## config.mk

```make
export PLATFORM = sky130hd
export DESIGN_NAME = gray_ptr_fifo_ctrl
export DESIGN_NICKNAME = d
export VERILOG_FILES = /design/src/rtl/gray_ptr_fifo_ctrl.sv
export SDC_FILE = /design/constraint.sdc
export NUM_CORES = 1
export LEC_CHECK = 0
export ABC_AREA = 0
export CAP_MARGIN = 20
export CORE_UTILIZATION = 53
export DETAILED_ROUTE_END_ITERATION = 6
export PLACE_DENSITY = 0.75
export SYNTH_ARGS = -nofsm -noshare
export SYNTH_HDL_FRONTEND = slang
export SYNTH_SLANG_ARGS = --single-unit
```

## constraint.sdc

```tcl
create_clock -name clk -period 3.1 [get_ports clk]
set_input_delay 0.31 -clock clk [delete_from_list [all_inputs] [get_ports clk]]
set_output_delay 0.31 -clock clk [all_outputs]
set_load 0.05 [all_outputs]
```

## src/rtl/gray_ptr_fifo_ctrl.sv

```systemverilog
// Single-clock FIFO with gray-coded read/write pointers and first-word-fall-through read.
// The gray pointers are exported unchanged so a dual-clock variant can synchronise them.

module g2b #(
    parameter int unsigned DATA_WIDTH = 5
) (
    input  logic [DATA_WIDTH-1:0] gray,
    output logic [DATA_WIDTH-1:0] bin
);

    // Each binary bit is the XOR of all gray bits at or above it.
    always_comb begin
        bin = '0;
        for (int i = 0; i < int'(DATA_WIDTH); i++) begin
            bin[i] = ^(gray >> i);
        end
    end

endmodule

module gray_ptr_fifo_ctrl #(
    parameter int unsigned DATA_WIDTH = 8,
    parameter int unsigned ADDR_WIDTH = 4,
    parameter int unsigned AFULL_LVL  = 12
) (
    input  logic                  clk,
    input  logic                  rst,
    input  logic                  wr_valid,
    output logic                  wr_ready,
    input  logic [DATA_WIDTH-1:0] wr_data,
    output logic                  rd_valid,
    input  logic                  rd_ready,
    output logic [DATA_WIDTH-1:0] rd_data,
    output logic [ADDR_WIDTH:0]   level,
    output logic                  almost_full,
    output logic [ADDR_WIDTH:0]   wr_ptr_gray,
    output logic [ADDR_WIDTH:0]   rd_ptr_gray
);

    localparam int unsigned PTR_W = ADDR_WIDTH + 1;
    localparam int unsigned DEPTH = 1 << ADDR_WIDTH;
    localparam logic [PTR_W-1:0] AFULL_L = PTR_W'(AFULL_LVL);

    logic [DATA_WIDTH-1:0] mem_q [DEPTH];

    logic [PTR_W-1:0] wr_ptr_q, wr_ptr_d;
    logic [PTR_W-1:0] rd_ptr_q, rd_ptr_d;
    logic [PTR_W-1:0] wr_bin, rd_bin;
    logic [PTR_W-1:0] wr_bin_inc, rd_bin_inc;
    logic             full, empty, push, pop;

    g2b #(
        .DATA_WIDTH(PTR_W)
    ) u_g2b_wr (
        .gray(wr_ptr_q),
        .bin (wr_bin)
    );

    g2b #(
        .DATA_WIDTH(PTR_W)
    ) u_g2b_rd (
        .gray(rd_ptr_q),
        .bin (rd_bin)
    );

    always_comb begin
        // Full when the pointers differ only in the wrap bit (top two bits in gray form).
        empty      = (wr_ptr_q == rd_ptr_q);
        full       = (wr_ptr_q == {~rd_ptr_q[PTR_W-1:PTR_W-2], rd_ptr_q[PTR_W-3:0]});
        wr_ready   = ~full;
        rd_valid   = ~empty;
        push       = wr_valid & ~full;
        pop        = rd_ready & ~empty;
        wr_bin_inc = wr_bin + PTR_W'(1);
        rd_bin_inc = rd_bin + PTR_W'(1);
        wr_ptr_d   = wr_ptr_q;
        rd_ptr_d   = rd_ptr_q;
        if (push) begin
            wr_ptr_d = wr_bin_inc ^ (wr_bin_inc >> 1);
        end
        if (pop) begin
            rd_ptr_d = rd_bin_inc ^ (rd_bin_inc >> 1);
        end
    end

    always_ff @(posedge clk) begin
        if (rst) begin
            wr_ptr_q <= '0;
            rd_ptr_q <= '0;
        end else begin
            wr_ptr_q <= wr_ptr_d;
            rd_ptr_q <= rd_ptr_d;
        end
    end

    // Storage is deliberately not reset; rd_data is only meaningful while rd_valid is high.
    always_ff @(posedge clk) begin
        if (!rst && push) begin
            mem_q[wr_bin[ADDR_WIDTH-1:0]] <= wr_data;
        end
    end

    always_comb begin
        rd_data     = mem_q[rd_bin[ADDR_WIDTH-1:0]];
        level       = wr_bin - rd_bin;
        almost_full = (level >= AFULL_L);
        wr_ptr_gray = wr_ptr_q;
        rd_ptr_gray = rd_ptr_q;
    end

endmodule
```

# Yosys cells after proc, flatten, opt, wreduce, memory -nomap -nowiden
# Memory sizes are Yosys's and may differ from the RTL's.
# Cells that the tools add are included.
# Widths: inputs -> output; s select.
# op_classes
reduce_logical	12
n_addsub	3
n_lt_le_gt_ge	1
muxes	2
n_eq_ne	2
bitwise_logic	7
# ops
operator	count
$reduce_xor 5->1	10
$add 5x1->5 const B	2
$eq 5x5->1	2
$xor 5x4->5	2
$ge 5x4->1 const B	1
$sub 5x5->5	1
$and 1x1->1	2
$mux 1	2
$not 1->1	2
$not 2->2	1
$logic_and 1x1->1	1
$logic_not 1->1	1
# totals
word_cells	30
register_bits	10
output_inout_bits	26
memories	1
ramBits	128
inputBits	12
# mem_list
memory	words	word_bits	read_ports	rd_ports_with_merged_regs	write_ports	line	text
mem_q	16	8	1	0	1	44	logic [DATA_WIDTH-1:0] mem_q [DEPTH];

# Depth between registers and ports, before layout
# Gate-level depths: netlist of run 1.
# logic_depth
depth_word	7
depth_mapped	13
depth_no_buf	12

# Hierarchy
# From an unflattened synthesis of run 1, not the netlist that was laid out.
# unflattened
hier_cells	369
area_unflattened_um2	6184.7
# by_module_without_submodules
mod	seq_area_each_um2	cells_each	area_each_um2	n_inst
gray_ptr_fifo_ctrl	4043.9	357	6039.5	1
g2b	0.0	6	72.6	2

# Least setup slack after synthesis of run 1
# Ideal clock, no wire load.
# synth_path
path_kind	register -> output
startpoint	register wr_ptr_q[4], in the netlist wr_ptr_gray[4]
endpoint	output port almost_full
path_buffers	1
required_time_ns	2.790
path_slack_ns	-1.095
arrival_time_ns	3.885
stages_incl_launch_ff	10
path_cell_list	dfxtp_1 -> buf_2 -> xnor3_2 -> xor2_1 -> xor2_1 -> ha_1 -> inv_1 -> fa_1 -> xor2_1 -> a21o_1
# synth_via
elab_chain_len	3
word_cells_on_any_way	7
cone_classes	add/sub: 1; order compare: 1; reduce/logical: 5
# synth_rtl
element	line	text
from (decl)	46	logic [PTR_W-1:0] wr_ptr_q, wr_ptr_d;
from (signal assigned)	91	wr_ptr_q <= wr_ptr_d;
$reduce_xor 5->1	15	bin[i] = ^(gray >> i);
$sub 5x5->5 (*)	105	level = wr_bin - rd_bin;
named net level[2]	34	output logic [ADDR_WIDTH:0] level,
$ge 5x4->1 (*)	106	almost_full = (level >= AFULL_L);
to (decl)	35	output logic almost_full,
# The timed path passes the listed nets; every way through them passes the cells marked *.

# Worst setup path after layout of run 1
# layout_path
startpoint	register wr_ptr_q[4], in the netlist wr_ptr_gray[4]
endpoint	output port almost_full
# layout_via
elab_chain_len	3
word_cells_on_any_way	7
cone_classes	add/sub: 1; order compare: 1; reduce/logical: 5
# layout_rtl
element	line
$reduce_xor 5->1	15
$sub 5x5->5 (*)	105
$ge 5x4->1 (*)	106
# Every way passes the cells marked *; elsewhere a longest branch is shown, timed or not.

==> qor.csv, run 1 <==
stage,metric,value,unit
logic_synthesis,cell area after synthesis,6200,sq um
die,overall die area,12100,sq um
logic_synthesis,library cell with the highest instance count after synthesis,sky130_fd_sc_hd__edfxtp_1,
global_route,wire length of the first global-routing pass,19700,um
global_route,antenna violations before repair,0,
setup_path,critical path required time,2.79,ns
route,DRC violation count after routing,0,
sta,RSZ-0062 raised after global routing,yes,
clock_network,Bufs on Longest Clock Path,2,
finish,share of the core filled with cells in the final layout,67.0,%
finish,Antenna diodes,0,
sta,number of failing setup endpoints in the final timing report,2,
logic_synthesis,library cells used by synthesis,44,
route,average wire per standard cell,22.0,um
route,Avg Vias per Cell,6.02,
clock_network,clock tree from TritonCTS,yes,
route,ANT nets after route,0,
logic_synthesis,fraction of registers with async set/reset,0,%
clock_network,Skew-Pair Late Insertion Delay,0.42,ns
logic_synthesis,Most used DFF post-synth,sky130_fd_sc_hd__edfxtp_1,
setup_path,data arrival at the endpoint of the critical path,3.00,ns
setup_path,critical path peak fanout,8,
placed_design,number of input and output port buffers inserted,37,
sta,Setup Total Neg Slack,-0.396,ns
route,DR pass1 iterations,5,
clock_network,hold buffer count at CTS,0,
placed_design,routability congestion estimate,0.850,
logic_synthesis,Syn Inst Count,364,
setup_path,R2R depth,9,
finish,Post-layout nets,449,
die,die span in x,110,um
die,area of the core,11400,sq um
die,number of cell rows,39,
sta,number of hold-slack violations in the final timing report,0,
sta,Max-Slew Margin vs Limit,57.3,%
run_status,violated checks,negative setup slack,
logic_synthesis,portion of the post-synthesis area used by sequential elements,65.3,%
clock_network,number of buffers created by CTS,17,
clock_network,H-tree levels,4,
route,vias,3509,
logic_synthesis,"top cells by area, synth","sky130_fd_sc_hd__edfxtp_1, sky130_fd_sc_hd__mux4_2, sky130_fd_sc_hd__dfxtp_1, sky130_fd_sc_hd__xnor2_1, sky130_fd_sc_hd__ha_1",
sta,Slew @ Worst Pin,0.635,ns
logic_synthesis,#FFs+latches synth,138,
flow_run,number of max-cap violations,0,
logic_synthesis,Synth Net Count,386,
global_route,total routing usage reported by global routing,23.7,%
finish,growth of design area from synthesis to finish,23.5,%
logic_synthesis,"EDFF count, synth",128,
logic_synthesis,warning count from the yosys run,0,
logic_synthesis,largest area contributor in the synthesized netlist,sky130_fd_sc_hd__edfxtp_1,
clock_network,number of sinks driven by the clock tree,138,
global_route,vias in the first global route,3507,
sta,crit share post-route,107,%
die,I/O pin count,38,
setup_path,endpoint type of the worst setup path,primary output,
route,drt first-iter violations,321,
clock_network,CTS root buf,sky130_fd_sc_hd__clkbuf_16,
die,initial standard-cell utilization of the core,54.3,%
min_path,hold depth,2,
sta,Final Worst Setup Slack,-0.212,ns
min_path,Hold WC Path Type,reg2reg,
logic_synthesis,share of the synthesized area in the top cell type,62.0,%
power_and_ir_drop,Leakage,2.57,nW
finish,ratio of cells with drive above 1 in the final layout,32.7,%
setup_path,classification of the worst setup path,reg2out,
sta,Hold Slack,0.557,ns
sta,Final Slew Violations,0,
global_route,GRT Residual Overflow,0,
route,Total Wirelength,12800,um
sta,crit path time final,3.31,ns
finish,final-layout fill cell count,774,
logic_synthesis,leading post-synthesis cells by instance count,"sky130_fd_sc_hd__edfxtp_1, sky130_fd_sc_hd__mux4_2, sky130_fd_sc_hd__nand2_1, sky130_fd_sc_hd__xnor2_1, sky130_fd_sc_hd__and2_1",
logic_synthesis,synthesized area per cell,17.0,sq um
clock_network,clock transition at the registers of the reported paths,0.06,ns
die,Die Span Y,110,um
setup_path,critical path launch point type,flip-flop,
power_and_ir_drop,PwrDens,994,nW/um^2
power_and_ir_drop,largest voltage drop on the vdd net,0.758,mV
sta,f_max,302,MHz
placed_design,hpwl dp,8220,um
run_status,run status,"complete, but fails checks",
global_route,largest net degree at the start of global routing,26,
sta,maximum clock skew at final layout,0.0112,ns
-- logic make-up after synthesis --
logic type	Yosys count	synth area share [%]
xor gates and xnor gates	26	4.70
adders and majority gates	10	2.14
AOI/OAI and AO/OA	41	4.24
and+or+nand+nor	67	5.67
buffers and inverters	35	3.03
DFF	138	65.3
muxes	47	15.0
-- through the flow --
| step | worst slack, ns | std cells | instance area, sq um | total power [mW] |
|---|---|---|---|---|
| final | -0.212 | 583 | 7650 | 7.60 |
| after global routing | -0.327 | 583 | 7650 | 7.90 |
| after CTS | -0.237 | 580 | 7630 | 7.61 |
| after detailed placement | 0.135 | 543 | 6990 | 5.57 |
| after global placement | 0.172 | 543 | 6990 | 5.53 |
| after floorplan | -0.184 | 364 | 6370 | 4.50 |
-- worst max-delay path, stage by stage (launching register included) --
cell	delay [ns]
sky130_fd_sc_hd__dfxtp_4	0.38
sky130_fd_sc_hd__xnor3_2	0.43
sky130_fd_sc_hd__xor2_4	0.23
sky130_fd_sc_hd__xor2_2	0.17
sky130_fd_sc_hd__ha_1	0.16
sky130_fd_sc_hd__inv_1	0.06
sky130_fd_sc_hd__fa_2	0.33
sky130_fd_sc_hd__a21o_1	0.19
sky130_fd_sc_hd__a21oi_4	0.18
sky130_fd_sc_hd__xnor2_4	0.10
sky130_fd_sc_hd__a21o_4	0.20
sky130_fd_sc_hd__buf_12	0.14
-- power breakdown --
part           leakage (nW)  internal (mW)  switching (mW)
Combinational          1.05           1.51            1.86
Clock                 0.279           1.20           0.796
Sequential             1.24           2.14          0.0960
-- layer usage --
metal  wire length [um]  track usage [%]  vias to the layer above
li1                   -                -                     1556
met1               5310             31.6                     1792
met2               6330             36.9                      141
met3                976             8.41                       20
met4                198             7.52                        0
met5                  0                0                        -
-- flip-flops by register name (all words and copies together), names as in the netlist --
register / flops
wr_ptr_gray: 5
rd_ptr_gray: 5
mem_q: 128
-- placed cells by master (no fill, tap or decap), drive strengths merged, types with 6 or more instances in the layout --
cell           instances
xnor2                 18
ha                     9
clkdlybuf4s50         23
nor2                  10
nand3                  6
mux2i                  6
nand2                 14
a21oi                 12
nor3                   6
inv                   20
xor2                   7
edfxtp               128
nor4                   6
clkbuf                17
o21ai                 11
and2                  13
dfxtp                 10
buf                   38
mux4                  36
-- area by class of cell --
type,count,area [sq um],share of cell area (%)
Clock buffer,17,425,5.56
Clock inverter,15,163,2.13
Sequential cell,138,4070,53.2
Tap cell,143,179,2.34
Inverter,13,51.3,0.670
Multi-Input combinational cell,191,2110,27.6
Timing Repair Buffer,66,654,8.55
-- final timing paths --
| check | from | slack [ns] | endpoint |
|---|---|---|---|
| worst max-delay path | wr_ptr_gray[4]$_SDFFE_PP0P_ | -0.21 | almost_full |
| worst min-delay path | wr_ptr_gray[4]$_SDFFE_PP0P_ | 0.56 | wr_ptr_gray[4]$_SDFFE_PP0P_ |
| worst min register to register | wr_ptr_gray[4]$_SDFFE_PP0P_ | 0.56 | wr_ptr_gray[4]$_SDFFE_PP0P_ |
| worst max register to register | wr_ptr_gray[4]$_SDFFE_PP0P_ | 0.29 | mem_q[15][7]$_DFFE_PP_ |
-- timing repair --
action | in CTS | in global routing
buffers inserted | 5 | 3
endpoints found under the setup margin | 9 | 5
endpoints found under the hold margin | 0 | 0
pin swaps | 3 | 2
gates resized for setup | 6 | 0
Note: power is estimated with default switching activity, not from simulation.
==> inputs of run 2 (changes only) <==
--- a/config.mk
+++ b/config.mk
@@ -6,7 +6,6 @@
 export NUM_CORES = 1
 export LEC_CHECK = 0
 export ABC_AREA = 0
-export CAP_MARGIN = 20
 export CORE_UTILIZATION = 53
 export DETAILED_ROUTE_END_ITERATION = 6
 export PLACE_DENSITY = 0.75
==> results of run 2 <==
No change in the layout: final DEF, timing and power equal those of run 1.
